**src/rtl/la_pkg.sv**
```systemverilog
// Shared definitions for the logic analyzer capture path: record kinds,
// record width helper and the default timestamp width.
package la_pkg;

  localparam int unsigned DEFAULT_TIME_LENGTH = 24;

  typedef enum logic [1:0] {
    KIND_CHANGE      = 2'b00,
    KIND_START       = 2'b01,
    KIND_WRAP        = 2'b10,
    KIND_CHANGE_WRAP = 2'b11
  } kind_e;

  // Record layout is {kind[1:0], time, channels}
  function automatic int unsigned record_width(input int unsigned time_length,
                                               input int unsigned channels);
    return 2 + time_length + channels;
  endfunction

endpackage

```
**src/rtl/event_encoder_sync_fifo.sv**
```systemverilog
// Synchronous first-word-fall-through FIFO. The head word is read straight
// from the storage registers, so data/valid never depend on the pop input.
// Push and pop in the same cycle are legal even when full.
module sync_fifo #(
  parameter int unsigned WIDTH = 8,
  parameter int unsigned DEPTH = 16
) (
  input  logic                     clk,
  input  logic                     rst_n,
  input  logic                     push,
  input  logic [WIDTH-1:0]         push_data,
  input  logic                     pop,
  output logic [WIDTH-1:0]         data,
  output logic                     valid,
  output logic [$clog2(DEPTH):0]   count
);

  localparam int unsigned AW = $clog2(DEPTH);
  localparam logic [AW:0] FULL_COUNT = (AW+1)'(DEPTH);
  localparam logic [AW:0] COUNT_ONE  = (AW+1)'(1);
  localparam logic [AW-1:0] PTR_ONE  = AW'(1);

  logic [WIDTH-1:0] mem [DEPTH];
  logic [AW-1:0]    wr_ptr;
  logic [AW-1:0]    rd_ptr;
  logic             pop_ok;
  logic             push_ok;

  // Guard against popping empty or pushing full without a matching pop
  always_comb begin
    pop_ok  = pop && valid;
    push_ok = push && ((count != FULL_COUNT) || pop_ok);
  end

  // Storage, pointers and occupancy
  always_ff @(posedge clk) begin
    if (!rst_n) begin
      for (int unsigned i = 0; i < DEPTH; i++) mem[i] <= '0;
      wr_ptr <= '0;
      rd_ptr <= '0;
      count  <= '0;
    end else begin
      if (push_ok) begin
        mem[wr_ptr] <= push_data;
        wr_ptr      <= wr_ptr + PTR_ONE;
      end
      if (pop_ok) rd_ptr <= rd_ptr + PTR_ONE;
      case ({push_ok, pop_ok})
        2'b10:   count <= count + COUNT_ONE;
        2'b01:   count <= count - COUNT_ONE;
        default: count <= count;
      endcase
    end
  end

  // Head of queue presented directly from storage
  always_comb begin
    data  = mem[rd_ptr];
    valid = (count != '0);
  end

endmodule

```
**src/rtl/event_encoder.sv**
```systemverilog
// Probe event encoder: synchronises the channels, detects changes, run
// starts and timestamp wraps, and queues timestamped records for a
// valid/ready consumer. Records that find the queue full are dropped and
// flagged through a sticky overflow bit.
module event_encoder
  import la_pkg::*;
#(
  parameter int unsigned TIME_LENGTH = DEFAULT_TIME_LENGTH,
  parameter int unsigned CHANNELS    = 8,
  parameter int unsigned DEPTH       = 16
) (
  input  logic                                            i_clk,
  input  logic                                            i_rst_n,
  input  logic                                            i_run,
  input  logic [TIME_LENGTH-1:0]                          i_time,
  input  logic [CHANNELS-1:0]                             i_channels,
  output logic [record_width(TIME_LENGTH, CHANNELS)-1:0]  o_data,
  output logic                                            o_valid,
  input  logic                                            i_ready,
  output logic                                            o_overflow,
  output logic [$clog2(DEPTH):0]                          o_count
);

  localparam int unsigned REC_W = record_width(TIME_LENGTH, CHANNELS);
  localparam int unsigned CW    = $clog2(DEPTH) + 1;
  localparam logic [CW-1:0] FULL_COUNT = CW'(DEPTH);

  logic [CHANNELS-1:0]    s1;
  logic [CHANNELS-1:0]    s2;
  logic [CHANNELS-1:0]    last;
  logic [TIME_LENGTH-1:0] prev_time;
  logic                   run_q;

  logic                   start_ev;
  logic                   change_ev;
  logic                   wrap_ev;
  logic                   push_req;
  logic                   pop;
  logic                   accept;
  logic                   drop;
  kind_e                  kind;
  logic [REC_W-1:0]       record;

  // Two-flop synchroniser for the asynchronous probe inputs
  always_ff @(posedge i_clk) begin
    if (!i_rst_n) begin
      s1 <= '0;
      s2 <= '0;
    end else begin
      s1 <= i_channels;
      s2 <= s1;
    end
  end

  // Capture history: last recorded channels, previous time, delayed run.
  // While run is low last follows s2 so a restart sees no stale change.
  always_ff @(posedge i_clk) begin
    if (!i_rst_n) begin
      last      <= '0;
      prev_time <= '0;
      run_q     <= 1'b0;
    end else begin
      if (!i_run || start_ev || change_ev) last <= s2;
      prev_time <= i_time;
      run_q     <= i_run;
    end
  end

  // Event detection and record kind priority
  always_comb begin
    start_ev  = i_run && !run_q;
    change_ev = i_run && (s2 != last);
    wrap_ev   = i_run && run_q && (i_time != prev_time) && (i_time == '0);
    push_req  = start_ev || change_ev || wrap_ev;

    kind = KIND_CHANGE;
    if (start_ev)                  kind = KIND_START;
    else if (change_ev && wrap_ev) kind = KIND_CHANGE_WRAP;
    else if (wrap_ev)              kind = KIND_WRAP;

    record = {kind, i_time, s2};
  end

  // Push acceptance: room in the queue, or a pop frees a slot this cycle
  always_comb begin
    pop    = o_valid && i_ready;
    accept = (o_count < FULL_COUNT) || pop;
    drop   = push_req && !accept;
  end

  // Sticky overflow; a drop in the same cycle as a START still flags it
  always_ff @(posedge i_clk) begin
    if (!i_rst_n)      o_overflow <= 1'b0;
    else if (drop)     o_overflow <= 1'b1;
    else if (start_ev) o_overflow <= 1'b0;
  end

  sync_fifo #(
    .WIDTH (REC_W),
    .DEPTH (DEPTH)
  ) u_fifo (
    .clk       (i_clk),
    .rst_n     (i_rst_n),
    .push      (push_req && accept),
    .push_data (record),
    .pop       (pop),
    .data      (o_data),
    .valid     (o_valid),
    .count     (o_count)
  );

endmodule

```
**config.mk**
```make
export PLATFORM = sky130hd
export DESIGN_NAME = event_encoder
export DESIGN_NICKNAME = d
export VERILOG_FILES = /design/src/rtl/la_pkg.sv /design/src/rtl/event_encoder_sync_fifo.sv /design/src/rtl/event_encoder.sv
export SDC_FILE = /design/constraint.sdc
export NUM_CORES = 1
export LEC_CHECK = 0
export ABC_AREA = 0
export CORE_MARGIN = 2
export CORE_UTILIZATION = 47
export DETAILED_ROUTE_END_ITERATION = 12
export PLACE_DENSITY = 0.65
export SLEW_MARGIN = 20
export SYNTH_ARGS = -nofsm -noshare
export SYNTH_HDL_FRONTEND = slang
export SYNTH_SLANG_ARGS = --single-unit
```
**constraint.sdc**
```tcl
create_clock -name i_clk -period 5.95 [get_ports i_clk]
set_input_delay 0.595 -clock i_clk [delete_from_list [all_inputs] [get_ports i_clk]]
set_output_delay 0.595 -clock i_clk [all_outputs]
set_load 0.02 [all_outputs]
```
After elaboration in Yosys (flattened, before gate mapping)
Memory sizes are Yosys's and may differ from the RTL's. A register that Yosys moved wholly into a read port is not among the register bits.
Index checks and enable logic that the tools add are counted.
- input bits: 36
- memories kept: 1
- register bits: 63
- bits in writable memories: 544
- memories (memory ; depth ; width ; read ports ; clocked after Yosys merged registers in ; write ports ; RTL line ; source):
    u_fifo.mem ; 16 ; 34 ; 1 ; 1 ; 16 ; event_encoder_sync_fifo.sv:23 ; logic [WIDTH-1:0] mem [DEPTH];
- reduce and logical (&&, ||, !) cells: 25
- magnitude comparators: 1
- $add $sub $neg: 4
- eq/ne operators: 5
- mux-type cells: 15
- operators with widths (operator ; number):
    $mux 34 ; 1
    $reduce_or 34->1 ; 1
    $logic_not 24->1 ; 1
    $ne 24x24->1 ; 1
    $mux 4 ; 3
    $logic_and 1x1->1 ; 11
    $pmux 5 s2 ; 1
    $add 4x1->4 const B ; 2
    $ne 8x8->1 ; 1
    $mux 1 ; 7
    $logic_or 1x1->1 ; 6
    $mux 2 ; 3
    $add 5x1->5 const B ; 1
    $lt 5x5->1 const B ; 1
    $ne 5x5->1 const B ; 1
    $reduce_bool 5->1 ; 1
    $sub 5x1->5 const B ; 1
    $reduce_bool 2->1 ; 2
    $logic_not 1->1 ; 3
    $eq 2x1->1 const B ; 1
    $eq 2x2->1 const B ; 1

Depth between registers and ports, before layout
Gate-level depths: netlist (run 1).
- depth after elaboration: 11
- mapped depth: 17
- depth with buffers taken out: 14

Modules after synthesis
From an unflattened synthesis (run 1), not the netlist that was laid out.
- cells, all modules: 1894
- area, all modules: 26541.7 um^2
- modules (own cells, without submodules) (module ; cells an instance ; times used ; area each (um^2)):
    sync_fifo ; 1725 ; 1 ; 24720.0
    event_encoder ; 169 ; 1 ; 1821.7

Worst setup path after synthesis (run 1)
No wires, ideal clock.
- path kind: input to register
- start point: in i_time[1]
- end point: mem u_fifo.mem[2][0] (netlist bit) (enable)
- data required time: 5.478 ns
- path buffers: 2
- arrival: 4.612 ns
- cell stages on the path: 8
- setup slack: 0.865 ns
- setup time: 0.472 ns
- path through: buf_2 > or4_1 > nor4_1 > nand4_1 > a31oi_2 > buf_6 > o21ai_2 > o21ai_0
- RTL lines (element ; RTL line ; source):
    from (decl) ; event_encoder.sv:15 ; input logic [TIME_LENGTH-1:0] i_time,
    to (decl) ; event_encoder_sync_fifo.sv:23 ;

==> results of run 1 <==
state kept, by name (all words and copies together), names as in the netlist, named ones only:
| signal | cells |
|---|---|
| s1 | 8 |
| run_q | 1 |
| last | 8 |
| u_fifo.rd_ptr | 4 |
| prev_time | 24 |
| o_overflow | 1 |
| u_fifo.wr_ptr | 4 |
| u_fifo.mem | 544 |
| u_fifo.count | 5 |
| s2 | 8 |
kinds of logic after synthesis:
kind of cell | synth area share [%]
buffers and inverters | 2.92
AOI/OAI and AO/OA | 1.27
muxes | 14.4
and+or+nand+nor | 13.7
DFF | 65.9
adders and majority gates | 0.495
xor gates and xnor gates | 1.27
layout make-up:
| cell class | instances | share of cell area (%) |
|---|---|---|
| Clock buffer | 83 | 5.57 |
| Clock inverter | 29 | 0.914 |
| Inverter | 9 | 0.111 |
| Multi-Input combinational cell | 1115 | 28.1 |
| Sequential cell | 611 | 57.9 |
| Tap cell | 756 | 3.10 |
| Timing Repair Buffer | 127 | 4.23 |
through the flow:
step	setup slack, ns	instances	utilization, %	power (mW)	hold WS, ns
floorplan	0.865	1894	-	6.68	0.412
global placement	1.51	2618	50.6	7.51	0.415
detailed placement	1.38	2618	50.6	7.54	0.420
CTS	1.42	2730	54.1	11.3	0.435
global route	1.33	2730	54.1	11.6	0.447
finish	1.56	2730	54.1	11.3	0.432
routing by layer:
| layer | track usage, % | up-vias | wire, um |
|---|---|---|---|
| met5 | 0 | - | 8 |
| li1 | - | 6878 | - |
| met4 | 6.82 | 2 | 1740 |
| met3 | 4.70 | 120 | 6270 |
| met1 | 33.3 | 8218 | 28400 |
| met2 | 40.4 | 789 | 35100 |
cell usage after synthesis, drive strengths merged (2+ instances only):
| cell type | instances | area, um2 |
|---|---|---|
| a21oi | 2 | 10.0 |
| and2 | 64 | 400 |
| and3 | 3 | 18.8 |
| buf | 50 | 340 |
| clkbuf | 109 | 409 |
| dfxtp | 67 | 1340 |
| edfxtp | 544 | 16300 |
| ha | 9 | 113 |
| inv | 9 | 33.8 |
| mux2i | 4 | 40.0 |
| mux4 | 170 | 3830 |
| nand2 | 207 | 777 |
| nand2b | 2 | 12.5 |
| nand4 | 7 | 43.8 |
| nor2 | 547 | 2300 |
| nor2b | 5 | 31.3 |
| nor3 | 3 | 15.0 |
| nor4 | 9 | 56.3 |
| o211ai | 13 | 168 |
| o21ai | 23 | 119 |
| xnor2 | 20 | 175 |
| xor2 | 19 | 166 |
how the worst max path moves through the flow:
stage	from	to	slack, ns	depth (start not counted)
global route	flop	o_data[17]	1.33	4
detailed placement	i_time[1]	u_fifo.mem[15][27]$_SDFFCE_PN0P_	1.38	9
floorplan	i_time[1]	u_fifo.mem[2][0]$_SDFFCE_PN0P_	0.87	8
global placement	i_time[1]	u_fifo.mem[15][25]$_SDFFCE_PN0P_	1.51	9
finish	flop	o_data[16]	1.56	4
CTS	flop	o_data[17]	1.42	4
power breakdown:
group          leakage (nW)  switching (mW)  internal, mW  total [mW]
Sequential             6.19           0.171          4.90        5.07
Combinational          2.74            1.23          1.13        2.36
Clock                 0.980            1.63          2.21        3.83
==> impl_metrics.toml, run 1 <==
[setup_path]
crit_chain = "buf_4 -> mux4_2 -> mux4_2 -> clkdlybuf4s50_1"
cp.arrival_ns = 3.79
required_ns = 5.36
crit_top_cell = "mux4_2"
reg2reg_to = "u_fifo.count[4]$_SDFFE_PN0P_"
worstSetupPathType = "flop to primary output"
reg2reg_from = "s2[5]$_SDFF_PN0_"
rrSetupSlack_ns = 2.53
crit_path_end_kind = "primary output"
critPathBufInv = 2
critPathMaxFanout = 37
cp_top_family = "buffers and inverters"
slowest_stage = "dfxtp_4"
cp-start-kind = "flop"
critPathMaxStageDelay_ns = 0.90
rr_worst_depth = 14

[synthesis]
synth_nets = 1940
syn_inst = 1894
syn_area_per_cell_um2 = 14.2
yosysUniqueCellTypes = 38
synth_edf_count = 544
synth_seq_cells = 611
synth_area_mm2 = 0.0268
synth_seq_area_share_pct = 65.9
synthArstFlopShare_pct = 0
synthFlopType = "edfxtp_1"
ys_warn_count = 0

[placement]
gp_congestion = 0.804
postPlaceCellArea_mm2 = 0.0286
place.port_buffers = 76
hpwl_mm = 40.8

[die]
start_util_pct = 47.6
die_x_um = 243
die-height_um = 243
fp.dieArea_mm2 = 0.0590
rows = 87
ios = 77
core_region_area_mm2 = 0.0564

[grt]
antenna_found_initial = 1
grt_max_degree = 137
grt-ovfl-total = 0
grtUsageTotal_pct = 24.4
grt_pass1_wl_mm = 105
grt_pass1_vias = 16300

[routing]
drc_errors = 0
drt_pass1_iterations = 7
viasPerCell = 5.86
drtIter0Drc = 1952
drt_wl_total_mm = 71.5
drtAntennaViolNets = 0
vias = 16000
wl_per_cell_um = 26.2

[power_and_ir_drop]
static-leakage-power_nw = 9.91
vdd_ir_drop_max_uv = 246
powerDensity_mw_per_mm2 = 369

[timing]
slew_viol_final = 0
period_share_pct = 73.7
fin_tns_setup_ns = 0
tightest_slew_ns = 1.30
period_needed_ns = 4.39
finalSetupViolCount = 0
fmaxAchievable_mhz = 228
rsz0062_at_grt = "no"
hold_viol = 0
skew_ns = 0.0316
slew-limit-headroom_pct = 13.0

[min_path]
hold_class = "flop to flop"
whs_path_depth = 1
holdCritStartpoint = "s1[0]$_SDFF_PN0_"
holdPathEnd = "s2[0]$_SDFF_PN0_"

[cts]
cts_resized = 0
ctsHoldBuffers = 0
cts-root-buf = "clkbuf_16"
clkLatencyLatePin_ns = 0.64
clock_path_buffers = 3
cts_buffers = 60
cts_sinks = 611
cts_tree = "done"
cts.reportedPaths.clkPinSlew_ns = 0.06
post_cts_buffers = 0
h-tree-depth = 2

[run]
drv_cap = 0

[layout]
areaGrowthSynthToFinish_pct = 13.8
fillerInstances = 4728
layout_commonest_cell = "edfxtp_1"
postLayoutCellArea_mm2 = 0.0305
multi_input_area_mm2 = 0.00859
drive_above_1_share_pct = 22.4
register_area_mm2 = 0.0177
fin_nets = 1970
n_antenna_cell = 0
final_cell_mix = "544 x edfxtp_1, 448 x nor2_1, 207 x nand2_1"

[run_status]
status = "completed"
No activity file was read; power rests on OpenSTA's default activity.
==> inputs of run 2 (changes only) <==
PLACE_DENSITY = 0.67   (was 0.65)
clock period = 3.9 ns   (was 5.95 ns; I/O delays follow)
==> impl_metrics.toml, run 2 (synthesized netlist as in run 1, its figures left out) <==
[routing]
viasPerCell = 5.89
drt_pass1_iterations = 5
wl_per_cell_um = 25.9
drtIter0Drc = 2009
drc_errors = 0
drt_wl_total_mm = 72.1
drtAntennaViolNets = 0
vias = 16400

[layout]
largest_reg_flops = 544
n_antenna_cell = 0
final_cell_mix = "544 x edfxtp_1, 448 x nor2_1, 207 x nand2_1"
fin_nets = 2026
multi_input_area_mm2 = 0.00860
fillerInstances = 4519
drive_above_1_share_pct = 25.2
top_regs = "u_fifo.mem x544, prev_time x24"
register_area_mm2 = 0.0177
top_register = "u_fifo.mem"
stdcell_count = 2788
final_core_util_pct = 55.5
areaGrowthSynthToFinish_pct = 16.6
layout_commonest_cell = "edfxtp_1"

[timing]
slew_viol_final = 0
fin_tns_setup_ns = 0
hold_viol = 0
slew-limit-headroom_pct = 41.3
tightest_slew_ns = 0.878
period_needed_ns = 3.67
fmaxAchievable_mhz = 272
finalSetupViolCount = 0
rsz0062_at_grt = "no"
skew_ns = 0.0170
holdWs_ns = 0.250
period_share_pct = 94.1

[setup_path]
critPathMaxStageDelay_ns = 0.60
critPathBufInv = 2
crit_top_cell = "mux4_2"
cp.depth = 4
reg2reg_from = "prev_time[0]$_SDFF_PN0_"
cp.arrival_ns = 3.28
rr_worst_depth = 15
crit_path_end_kind = "primary output"
required_ns = 3.51
critPathMaxFanout = 30
cp_top_family = "multiplexers"
crit_chain = "buf_4 -> mux4_2 -> mux4_2 -> clkdlybuf4s50_1"
worstSetupPathType = "flop to primary output"
slowest_stage = "mux4_2"
cp-start-kind = "flop"

[cts]
clock_path_buffers = 3
h-tree-depth = 2
cts_resized = 0
cts_buffers = 60
clkLatencyLatePin_ns = 0.62
cts_sinks = 611
cts_tree = "done"
cts-root-buf = "clkbuf_16"
cts.reportedPaths.clkPinSlew_ns = 0.06
ctsHoldBuffers = 0
post_cts_buffers = 0

[grt]
grtUsageTotal_pct = 24.6
grt-ovfl-total = 0
antenna_found_initial = 1
grt_pass1_wl_mm = 106
grt_pass1_vias = 16700
grt_max_degree = 105

[run_status]
status = "completed"

[die]
core_region_area_mm2 = 0.0564
fp.dieArea_mm2 = 0.0590
start_util_pct = 47.6
ios = 77
rows = 87
die-height_um = 243
die_x_um = 243

[power_and_ir_drop]
p_switching_mw = 4.62
p_seq_share_pct = 44.1
powerDensity_mw_per_mm2 = 555
vdd_ir_drop_max_uv = 378
p_total_mw = 17.3
static-leakage-power_nw = 10.3
intPower_mw = 12.7
swShare_pct = 26.6
p_comb_share_pct = 21.9
p_clk_share_pct = 34.0

[placement]
place_inst = 2674
hpwl_mm = 41.7
place.port_buffers = 76
gp_congestion = 0.788

[min_path]
holdCritStartpoint = "i_rst_n"
hold_class = "input pin to flop"
whs_path_depth = 2

[run]
drv_cap = 0
-- run 2: changes by cell type in the layout (fill, tap and decap cells not counted), sizes merged --
cell    previous run  this run
buf               52       108
clkbuf            83        95
clkinv            20        15
bufinv             5         1
inv               13        12
-- run 2: final cells by class --
cell class	instances	share of cell area [%]
inverters	9	0.108
clock inverters	19	0.436
flip-flops and latches	611	56.6
multi-input cells	1115	27.5
clock buffers	95	6.11
repair buffers	183	6.27
well taps	756	3.02
-- run 2: path summary, 6_finish.rpt --
| check | slack, ns | to |
|---|---|---|
| setup / recovery | 0.23 | o_data[29] |
| hold reg to reg | 0.43 | s2[3]$_SDFF_PN0_ |
| hold / removal | 0.25 | s2[3]$_SDFF_PN0_ |
| setup reg to reg | 0.69 | u_fifo.count[4]$_SDFFE_PN0P_ |
-- run 2: metrics by stage --
step | instance area (um2) | setup slack, ns
after floorplan | 26800 | -0.246
after global placement | 29200 | -0.0225
after detailed placement | 29200 | -0.0717
after CTS | 31300 | 0.127
after global routing | 31300 | 0.101
final | 31300 | 0.230
-- run 2: metal layers --
layer / GRT usage [%] / wire length, um / share of wire, %
met3: 4.96 / 7170 / 9.9
met1: 33.7 / 27900 / 39
met4: 7.42 / 2060 / 2.8
met5: 0 / 13 / 0.018
met2: 40.0 / 34900 / 48
-- run 2: power groups by stage --
| stage | clock (mW) | combinational [mW] | sequential (mW) |
|---|---|---|---|
| floorplan | 0 | 2.46 | 7.72 |
| global placement | 0 | 3.82 | 7.77 |
| detailed placement | 0 | 3.84 | 7.79 |
| CTS | 5.97 | 3.85 | 7.65 |
| global route | 6.21 | 4.01 | 7.68 |
| finish | 5.89 | 3.80 | 7.65 |
==> inputs of run 3 (changes only) <==
GPL_TIMING_DRIVEN = 0   (was unset)
REMOVE_ABC_BUFFERS = 1   (was unset)
==> impl_metrics.toml, run 3 (synthesized netlist as in run 1, its figures left out) <==
[setup_path]
cp-start-kind = "flop"
critPathMaxStageDelay_ns = 0.57
crit_chain = "buf_16 -> buf_16 -> mux4_2 -> mux4_2 -> clkdlybuf4s50_1"
critPathMaxFanout = 30
crit_path_end_kind = "primary output"
required_ns = 3.51
cp.arrival_ns = 3.26
worstSetupPathType = "flop to primary output"
slowest_stage = "clkdlybuf4s50_1"

[timing]
holdWs_ns = 0.208
fmaxAchievable_mhz = 274
skew_ns = 0.0151
fin_tns_setup_ns = 0
hold_viol = 0
tightest_slew_ns = 0.917
finalSetupViolCount = 0
period_share_pct = 93.6
slew-limit-headroom_pct = 38.7
slew_viol_final = 0
period_needed_ns = 3.65
rsz0062_at_grt = "no"

[cts]
cts_buffers = 61
cts_sinks = 611
cts-root-buf = "clkbuf_16"
cts_tree = "done"
clkLatencyLatePin_ns = 0.63
h-tree-depth = 2
cts.reportedPaths.clkPinSlew_ns = 0.06
clock_path_buffers = 3
ctsHoldBuffers = 0

[routing]
drt_wl_total_mm = 70.2
viasPerCell = 5.90
wl_per_cell_um = 25.4
top_layer = "met5"
drtIter0Drc = 1864
drc_errors = 0
wl_met3_mm = 7.09
wl_met1_mm = 27.6
drt_pass1_iterations = 5
vias = 16300
routed-wl-met2_mm = 33.4
drtAntennaViolNets = 0

[power_and_ir_drop]
powerDensity_mw_per_mm2 = 533
static-leakage-power_nw = 10.6
vdd_ir_drop_max_uv = 518

[run]
drv_cap = 0

[layout]
drive_above_1_share_pct = 23.3
fillerInstances = 4402
fin_nets = 2007
layout_commonest_cell = "edfxtp_1"
top_register = "u_fifo.mem"
largest_reg_flops = 544
top_regs = "u_fifo.mem x544, prev_time x24"
final_cell_mix = "544 x edfxtp_1, 448 x nor2_1, 207 x nand2_1"
areaGrowthSynthToFinish_pct = 19.2

[placement]
hpwl_mm = 46.3
place.port_buffers = 76
gp_congestion = 0.759

[die]
die-height_um = 243
fp.dieArea_mm2 = 0.0590
core_region_area_mm2 = 0.0564
die_x_um = 243
ios = 77
start_util_pct = 47.6
rows = 87

[grt]
grt-ovfl-total = 0
grt_pass1_vias = 16700
grt_max_degree = 55
grt_pass1_wl_mm = 104
grtUsageTotal_pct = 24.0
antenna_found_initial = 3

[min_path]
hold_class = "input pin to flop"

[run_status]
status = "completed"
==> run 3: cell types whose count changed in the layout (fill, tap and decap cells not counted), sizes merged <==
cell           delta
buf              -20
clkbuf           -12
clkinv           +10
clkdlybuf4s50     -6
dlymetal6s2s      +6
inv               -3
diode             +2
bufinv            +1
clkinvlp          +1
==> run 3: what timing repair did <==
item                       4_1_cts  5_1_grt
buffers inserted                 6        8
gates cloned                     0        0
gates resized for setup          1        8
hold endpoints to repair         0        0
pin swaps                        7        1
setup endpoints to repair      314      226
==> run 3: layout make-up <==
| class | count | area [um2] | share of cell area [%] |
|---|---|---|---|
| clock buffers | 83 | 1630 | 5.10 |
| clock inverters | 28 | 184 | 0.575 |
| inverters | 9 | 33.8 | 0.106 |
| flip-flops and latches | 611 | 17700 | 55.3 |
| diodes | 2 | 5.00 | 0.0157 |
| multi-input cells | 1115 | 8630 | 27.0 |
| repair buffers | 163 | 2860 | 8.93 |
| well taps | 756 | 946 | 2.96 |
==> run 3: metrics by stage <==
step / power, mW / instance area (um2) / setup WS, ns / utilization [%] / instances
floorplan: 10.1 / 26100 / -3.31 / - / 1735
global placement: 10.9 / 27800 / -6.57 / 49.3 / 2567
detailed placement: 11.7 / 30000 / -1.10 / 53.2 / 2640
CTS: 17.2 / 31900 / 0.00548 / 56.5 / 2757
global route: 17.6 / 32000 / 0.0402 / 56.7 / 2766
finish: 17.0 / 32000 / 0.248 / 56.7 / 2767
==> run 3: power breakdown <==
| group | leakage (nW) | total (mW) | switching, mW | internal, mW |
|---|---|---|---|---|
| clock | 0.881 | 5.45 | 2.42 | 3.03 |
| sequential | 6.19 | 7.62 | 0.154 | 7.47 |
| combinational | 3.49 | 3.96 | 1.98 | 1.98 |
| total | 10.6 | 17.0 | 4.56 | 12.5 |
==> run 3: metal layers <==
metal,vias to the layer above,track usage (%)
met5,-,0
met4,4,7.58
met3,150,4.78
met2,941,38.7
met1,8259,33.2
li1,6960,-
==> run 3: worst max-delay path, delay by kind of cell (launching register included) <==
family | cells | cell delay, ns
flip-flops | 1 | 0.41
buffers and inverters | 3 | 1.08
multiplexers | 2 | 1.08
==> run 3: worst paths after layout <==
kind	start	endpoint	slack [ns]	cells past startpoint
max	flop	o_data[25]	0.25	5
min	i_rst_n	o_overflow$_SDFFE_PN0P_	0.21	2
max reg2reg	s2[6]$_SDFF_PN0_	u_fifo.count[4]$_SDFFE_PN0P_	0.46	13
min reg2reg	s1[7]$_SDFF_PN0_	s2[7]$_SDFF_PN0_	0.42	1
